File: config.mk
export PLATFORM = sky130hd
export DESIGN_NAME = sap_ram_prog
export DESIGN_NICKNAME = d
export VERILOG_FILES = /design/src/rtl/sap_pkg.sv /design/src/rtl/sap_debounce.sv /design/src/rtl/sap_ram_prog.sv
export SDC_FILE = /design/constraint.sdc
export NUM_CORES = 1
export LEC_CHECK = 0
export BUFFER_PORTS_ARGS = -buffer_cell sky130_fd_sc_hd__buf_2
export CORE_ASPECT_RATIO = 0.5
export CORE_MARGIN = 3
export CORE_UTILIZATION = 35
export DETAILED_ROUTE_END_ITERATION = 8
export SLEW_MARGIN = 10
export SYNTH_ARGS = -nofsm -noshare
export SYNTH_HDL_FRONTEND = slang
export SYNTH_HIERARCHICAL = 1
export SYNTH_SLANG_ARGS = --single-unit
File: constraint.sdc
create_clock -name clk -period 2.75 [get_ports clk]
set_input_delay 0.275 -clock clk [delete_from_list [all_inputs] [get_ports clk]]
set_output_delay 0.275 -clock clk [all_outputs]
set_load 0.02 [all_outputs]
File: src/rtl/sap_pkg.sv
// Shared SAP definitions: default bus/address widths and the programming FSM states.
package sap_pkg;

  localparam int SAP_DATA_W = 8;
  localparam int SAP_ADDR_W = 4;

  typedef enum logic [1:0] {
    P_IDLE    = 2'd0,
    P_WRITE   = 2'd1,
    P_RELEASE = 2'd2
  } prog_state_e;

endpackage

File: src/rtl/sap_debounce.sv
// Two-flop synchroniser plus stable-sample debouncer for the raw program button.
module sap_debounce #(
  parameter int DEBOUNCE_CYC = 4
) (
  input  logic clk,
  input  logic clr,
  input  logic btn_raw,
  output logic btn_db,
  output logic btn_rise
);

  localparam int CNT_W = (DEBOUNCE_CYC > 1) ? $clog2(DEBOUNCE_CYC) : 1;
  localparam logic [CNT_W-1:0] CNT_LAST = CNT_W'(DEBOUNCE_CYC - 1);

  logic             sync1_q, sync1_d;
  logic             sync2_q, sync2_d;
  logic             db_q, db_d;
  logic [CNT_W-1:0] cnt_q, cnt_d;

  // The counter only advances while the synchronised input disagrees with the
  // debounced output; any agreeing sample restarts the stability window.
  always_comb begin
    sync1_d = btn_raw;
    sync2_d = sync1_q;
    db_d    = db_q;
    cnt_d   = '0;
    if (sync2_q != db_q) begin
      if (cnt_q == CNT_LAST) begin
        db_d = sync2_q;
      end else begin
        cnt_d = cnt_q + 1'b1;
      end
    end
  end

  always_ff @(posedge clk) begin
    if (clr) begin
      sync1_q <= 1'b0;
      sync2_q <= 1'b0;
      db_q    <= 1'b0;
      cnt_q   <= '0;
    end else begin
      sync1_q <= sync1_d;
      sync2_q <= sync2_d;
      db_q    <= db_d;
      cnt_q   <= cnt_d;
    end
  end

  // Rise strobe is taken from the next-state value so the FSM reacts on the
  // same edge the debounced level goes high.
  assign btn_db   = db_q;
  assign btn_rise = db_d & ~db_q;

endmodule

File: src/rtl/sap_ram_prog.sv
// SAP program RAM with run-mode bus access and debounced DIP-switch programming.
// Define SAP_RAM_AUTOINC_EN to take the program address from an auto-incrementing pointer.
module sap_ram_prog
  import sap_pkg::*;
#(
  parameter int DATA_W       = SAP_DATA_W,
  parameter int ADDR_W       = SAP_ADDR_W,
  parameter int DEBOUNCE_CYC = 4
) (
  input  logic              clk,
  input  logic              clr,
  input  logic              prog_mode,
  input  logic [ADDR_W-1:0] dip_addr,
  input  logic [DATA_W-1:0] dip_data,
  input  logic              prog_btn,
  input  logic [DATA_W-1:0] bus_in,
  input  logic              mar_load,
  input  logic              ram_in,
  input  logic              ram_out,
  output logic [DATA_W-1:0] bus_out,
  output logic              bus_oe,
  output logic [ADDR_W-1:0] mar_q,
  output logic [DATA_W-1:0] disp_data,
  output logic              prog_busy
);

  localparam int DEPTH = 1 << ADDR_W;

  logic [DATA_W-1:0] mem_q [DEPTH];
  logic [ADDR_W-1:0] mar_d;
  prog_state_e       state_q, state_d;
  logic              btn_db, btn_rise;
  logic              prog_wr, run_wr, wr_en;
  logic [ADDR_W-1:0] prog_addr, active_addr, wr_addr;
  logic [DATA_W-1:0] wr_data;

  sap_debounce #(.DEBOUNCE_CYC(DEBOUNCE_CYC)) u_debounce (
    .clk      (clk),
    .clr      (clr),
    .btn_raw  (prog_btn),
    .btn_db   (btn_db),
    .btn_rise (btn_rise)
  );

`ifdef SAP_RAM_AUTOINC_EN
  logic [ADDR_W-1:0] ptr_q, ptr_d;
  logic              mode_q, mode_d;

  always_comb begin
    mode_d = prog_mode;
    ptr_d  = ptr_q;
    if (prog_mode && !mode_q) begin
      ptr_d = dip_addr;
    end else if (prog_wr) begin
      ptr_d = ptr_q + 1'b1;
    end
  end

  always_ff @(posedge clk) begin
    if (clr) begin
      ptr_q  <= '0;
      mode_q <= 1'b0;
    end else begin
      ptr_q  <= ptr_d;
      mode_q <= mode_d;
    end
  end

  assign prog_addr = ptr_q;
`else
  assign prog_addr = dip_addr;
`endif

  // Leaving program mode forces the FSM idle, which also cancels a pending write.
  always_comb begin
    state_d = state_q;
    if (!prog_mode) begin
      state_d = P_IDLE;
    end else begin
      case (state_q)
        P_IDLE:    if (btn_rise) state_d = P_WRITE;
        P_WRITE:   state_d = P_RELEASE;
        P_RELEASE: if (!btn_db) state_d = P_IDLE;
        default:   state_d = P_IDLE;
      endcase
    end
  end

  always_comb begin
    prog_wr     = (state_q == P_WRITE) && prog_mode;
    run_wr      = !prog_mode && ram_in;
    wr_en       = (prog_wr || run_wr) && !clr;
    wr_addr     = prog_mode ? prog_addr : mar_q;
    wr_data     = prog_mode ? dip_data : bus_in;
    active_addr = prog_mode ? prog_addr : mar_q;
    mar_d       = mar_q;
    if (!prog_mode && mar_load) begin
      mar_d = bus_in[ADDR_W-1:0];
    end
  end

  always_ff @(posedge clk) begin
    if (clr) begin
      mar_q   <= '0;
      state_q <= P_IDLE;
    end else begin
      mar_q   <= mar_d;
      state_q <= state_d;
    end
  end

  // Memory has no reset; contents survive clr.
  always_ff @(posedge clk) begin
    if (wr_en) begin
      mem_q[wr_addr] <= wr_data;
    end
  end

  assign bus_oe    = ram_out && !prog_mode;
  assign bus_out   = bus_oe ? mem_q[mar_q] : '0;
  assign disp_data = mem_q[active_addr];
  assign prog_busy = (state_q != P_IDLE);

endmodule

* Word-level counts from Yosys, hierarchy flattened
Memory sizes are Yosys's and may differ from the RTL's. A register that Yosys moved wholly into a read port is not among the register bits.
Cells that the tools add are included.
** Word-level totals
- Memory bits (writable) :: 128
- Register bits after elaboration :: 11
- Bits of input ports :: 27
- Memories kept :: 1
- Output and inout port bits :: 22
- Logic and storage cells :: 43
** Operators by class
- Reduce and logical (&&, ||, !) cells :: 13
- Mux-type cells :: 12
- Add/subtract/negate cells :: 1
- Bitwise operators :: 4
- Eq/ne operators :: 6
** Memories
- mem_q :: depth 16, width 8, read ports 2, clocked after Yosys merged registers in 1, wr ports 1, line sap_ram_prog.sv:29 : logic [DATA_W-1:0] mem_q [DEPTH];
** Operators by type and width (number)
- 2-to-1 mux 8 bit :: 2
- 2-to-1 mux 4 bit :: 3
- case mux 2 bit (3 select lines) :: 1
- logical AND 1 bit :: 5
- equality test 2 bit, second input constant :: 2
- 2-to-1 mux 1 bit :: 4
- 2-to-1 mux 2 bit :: 2
- inequality test 2 bit, second input constant :: 2
- inverter 1 bit :: 3
- OR reduction 3 bit :: 1
- adder 2 x 1 -> 2 bit, second input constant :: 1
- equality test 2 x 1 -> 1 bit, second input constant :: 1
- zero test 1 bit :: 2
- zero test 2 bit :: 1
- AND reduction 2 bit :: 1
- nonzero test 2 bit :: 1
- OR reduction 2 bit :: 1
- bitwise AND 1 bit :: 1
- logical OR 1 bit :: 1
- inequality test 1 bit :: 1

* Longest topological paths before layout
- Depth after elaboration :: 6
- Depth in mapped cells :: 8
- Gate-level depth less buffers :: 5

* By module
The synthesis kept the hierarchy.
** Modules (own cells, without submodules)
- sap_ram_prog :: cells an instance 565, instances 1, area each 7657.3 µm², seq. area each 4043.9 µm²
- sap_debounce :: cells an instance 15, instances 1, area each 173.9 µm², seq. area each 100.1 µm²

* Worst setup path before layout
Ideal clock, no wire load.
- Path kind :: register to register
- Start :: register mar_q[0]
- End :: memory mem_q[3][0] (netlist bit) (enable)
- Path slack :: 589 ps
- Arrival time :: 1790 ps
- Stages on the path, launching flop included :: 6
- Path buffers :: 2
- Setup time :: 370 ps
- Data required time :: 2380 ps
- Cells stage by stage :: dfxtp_1 -> clkbuf_1 -> mux2i_1 -> buf_2 -> or3b_1 -> nor2_1
** Between the ends
- Cells in the longest elaborated chain, start to end :: 1
** RTL lines
- start: declaration :: line sap_ram_prog.sv:22 : output logic [ADDR_W-1:0] mar_q,
- start signal: assignment :: line sap_ram_prog.sv:107 : mar_q <= mar_d;
- 2-to-1 mux 4 bit :: line sap_ram_prog.sv:93 : wr_addr = prog_mode ? prog_addr : mar_q;
- end: declaration :: line sap_ram_prog.sv:29
Every way passes these cells.

* Worst setup path in the final report
- Start :: register mar_q[0]
- End :: output disp_data[2]
** Between the ends
- Cells in the longest elaborated chain, start to end :: 2
** RTL lines
- 2-to-1 mux 4 bit :: line sap_ram_prog.sv:95 : active_addr = prog_mode ? prog_addr : mar_q;
- memory read (16 x 8 bit)
- end: declaration :: line sap_ram_prog.sv:23 : output logic [DATA_W-1:0] disp_data,
Every way passes these cells.

==> impl_metrics.ini <==
[finish]
n_antenna_cell = 0
post-route-util_pct = 43.4
final_layout_size_suffix_gt1_share_pct = 28.0
syn_to_final_growth_pct = 17.8
fin_cells = 950
fillers = 1911
nets = 673

[power]
p_int_w = 0.00398
p_leak_nw = 3.17
power.density_nw_per_um2 = 561
p_clk_share_pct = 41.3
power.share.switching_pct = 23.1
power_switching_w = 0.00120
ir_drop_v = 0.000422
combPwrFrac_pct = 12.0
seqPwrFrac_pct = 46.7

[placed_design]
hpwlAfterDp_mm = 15.3
io_buffer_count = 48
placed_cells = 909
place_congestion = 0.891

[floorplanning]
start_util_pct = 36.9
die_h_um = 112
ios = 49
die_area_um2 = 24300
die_w_um = 218
core_um2 = 21200
std_cell_rows = 37

[global_route]
grt_pass1_wl_mm = 33.7
antenna_found_initial = 1
grt_max_degree = 63
groute.usage.overall_pct = 18.4
grt-ovfl-total = 0
grt_pass1_vias = 5510

[job]
cap_violations = 0

[synth]
synth_top_cell_by_area = edfxtp_1
ys_ff_latch = 143
muxShareOfSynthArea_pct = 16.0
syn-cell-area_um2 = 7830
synth-compound-area-share_pct = 9.75
async_reset_ff_share_pct = 0
synth_top_area_share_pct = 49.1
post_synth_inst_count = 580
synth-xor-area-share_pct = 0.112
synth_ff_type = edfxtp_1
synth_top_family_by_area = simple AND/OR/NAND/NOR gates
yosys-top-cells-area = edfxtp_1 (49%), mux4_2 (8.1%), mux2i_1 (4.1%)
yosysUniqueCellTypes = 54
synth.yosys.seq_area_share_pct = 52.9
yosysWarnings = 6
synthMostInstantiatedCell = edfxtp_1
syn_nets = 608
synthSimpleGateAreaFrac_pct = 17.4
synth_common_cells = edfxtp_1 (128), nand2_1 (39), mux2i_1 (32), nand4b_1 (32), nor2_1 (32)
synth_fa_ha_area_share_pct = 0.160
syn_avg_cell_area_um2 = 13.5
synth_edf_count = 128

[sta]
finalSetupViolCount = 0
drv_slew = 0
fmax_mhz = 374
hold_violations = 0
slew_headroom_pct = 42.1
worstMarginPinSlew_ns = 0.869
worst_clock_skew_ns = 0.00889
fin_crit_ns = 2.68
min_period_over_period_pct = 97.3

[cts]
htreeDepth = 4
clock_latency_ns = 0.41
tritoncts = built
hold_buffers = 0
clockBufferDepth = 2
cts_root_buf = clkbuf_16
clkTransAtPathRegs_ns = 0.05
cts.sinks = 143
numCtsBuffers = 17

[route]
wl_per_cell_um = 23.7
remaining_drc_errors = 0
drt_iter0_drc = 528
routed-via-count = 5620
dr.pass1.iters = 5
viasPerCell = 5.92
wirelength_mm = 22.5
drtAntennaViolNets = 0

[critical_path]
worstSetupEndpointType = primary output
crit_fanout = 29
startpoint_type = flip-flop
cp.arrival_ns = 2.40
critPathRequiredTime_ns = 2.48
crit_type = reg -> out

[run_status]
status = complete, no violations

[worst_hold_path]
hold_path.class = in -> reg
## cells in the final DEF, fill, tap and decap left out, types with 3 or more instances in the layout
cell | Yosys | layout
nor4b_1 | 3 | 3
nor2_1 | 32 | 32
a31o_2 | 11 | 11
o21ai_0 | 15 | 15
or4bb_1 | 16 | 16
nand3_1 | 3 | 3
o211a_1 | 3 | 3
mux2i_1 | 32 | 31
nor4bb_1 | 16 | 16
nand3b_1 | 8 | 8
o41ai_2 | 0 | 5
a211oi_1 | 4 | 4
a221o_1 | 3 | 3
nor2b_1 | 11 | 11
buf_2 | 14 | 47
a31o_1 | 8 | 8
a32o_1 | 3 | 3
a21oi_1 | 3 | 3
clkbuf_16 | 0 | 17
buf_12 | 1 | 5
nand4b_1 | 32 | 32
o21a_1 | 16 | 16
nand4_1 | 24 | 24
nand2_1 | 39 | 39
buf_4 | 0 | 46
dfxtp_1 | 15 | 13
mux2_2 | 9 | 9
o41ai_1 | 16 | 11
nand2b_1 | 10 | 10
mux4_2 | 28 | 28
mux4_1 | 7 | 7
o32ai_1 | 3 | 3
clkbuf_1 | 30 | 13
edfxtp_1 | 128 | 128
## worst max-delay path, cell delays in order, from the launching register on
cell	delay (ns)
dfxtp_1	0.34
buf_4	0.24
mux2i_2	0.18
buf_4	0.30
mux4_2	0.37
o21ai_0	0.11
nand4_1	0.20
buf_2	0.22
## metrics by stage
| step | setup slack [ns] | setup TNS, ns | hold slack, ns | total power (W) | instance area (um2) |
|---|---|---|---|---|---|
| after global placement | 0.306 | 0 | 0.414 | 0.00303 | 8550 |
| after detailed placement | 0.293 | 0 | 0.421 | 0.00304 | 8550 |
| after global routing | -0.00752 | -0.00752 | 0.0700 | 0.00535 | 9230 |
| after CTS | 0.0257 | 0 | 0.0633 | 0.00517 | 9100 |
| final | 0.0738 | 0 | 0.0731 | 0.00518 | 9230 |
| after floorplan | 0.589 | 0 | 0.344 | 0.00283 | 7830 |
## layout make-up
type,instances,area [um2],share of cell area (%)
Sequential cell,143,4150,45.0
Clock inverter,2,60.1,0.651
Clock buffer,30,474,5.14
Tap cell,292,365,3.96
Timing Repair Buffer,101,718,7.78
Multi-Input combinational cell,380,3450,37.4
Inverter,2,7.51,0.0813
## metal layers
layer  global-route usage, %  up-vias  share of wire, %
met3                    5.62       25               9.3
met4                    5.43        0               1.4
met1                    25.7     2841                44
li1                        -     2519                 -
met2                    27.7      235                45
met5                       0        -                 0
## what timing repair did
item	CTS	global route
endpoints found under the hold margin	0	0
setup endpoints to repair	6	7
buffers inserted	0	9
resized for setup	3	9
## flip-flops by register name, summed over array words and instances (netlist names), named ones only
name	count
mem_q	128
mar_q	4
state_q	2
u_debounce/cnt_q	2
u_debounce/btn_db	1
u_debounce/sync1_q	1
u_debounce/sync2_q	1
## logic make-up (layout without fill, tap and decap cells)
logic type	Yosys count	in the layout
AO/OA/AOI/OAI	96	96
AND/OR/NAND/NOR	205	205
XOR/XNOR	1	1
flip-flops	143	143
multiplexers	77	77
buffers and inverters	57	135
adder cells (fa/ha/maj)	1	1
## power by group through the flow
stage	clock (W)	combinational, W	sequential [W]
after floorplan	0	0.000379	0.00245
after global placement	0	0.000572	0.00246
after detailed placement	0	0.000579	0.00246
after CTS	0.00216	0.000584	0.00242
after global routing	0.00228	0.000652	0.00242
final	0.00214	0.000620	0.00242
## path summary, 6_finish.rpt
kind	cells past startpoint	from	endpoint	slack [ns]
worst max-delay path	7	mar_q[0]	disp_data[2]	0.07
worst max register to register	6	mar_q[0]	mem_q[11][2]	0.51
worst min register to register	1	u_debounce/cnt_q[0]	u_debounce/cnt_q[0]	0.43
worst min-delay path	2	prog_btn	u_debounce/sync1_q	0.07
Power figures use the tool's default switching activity.
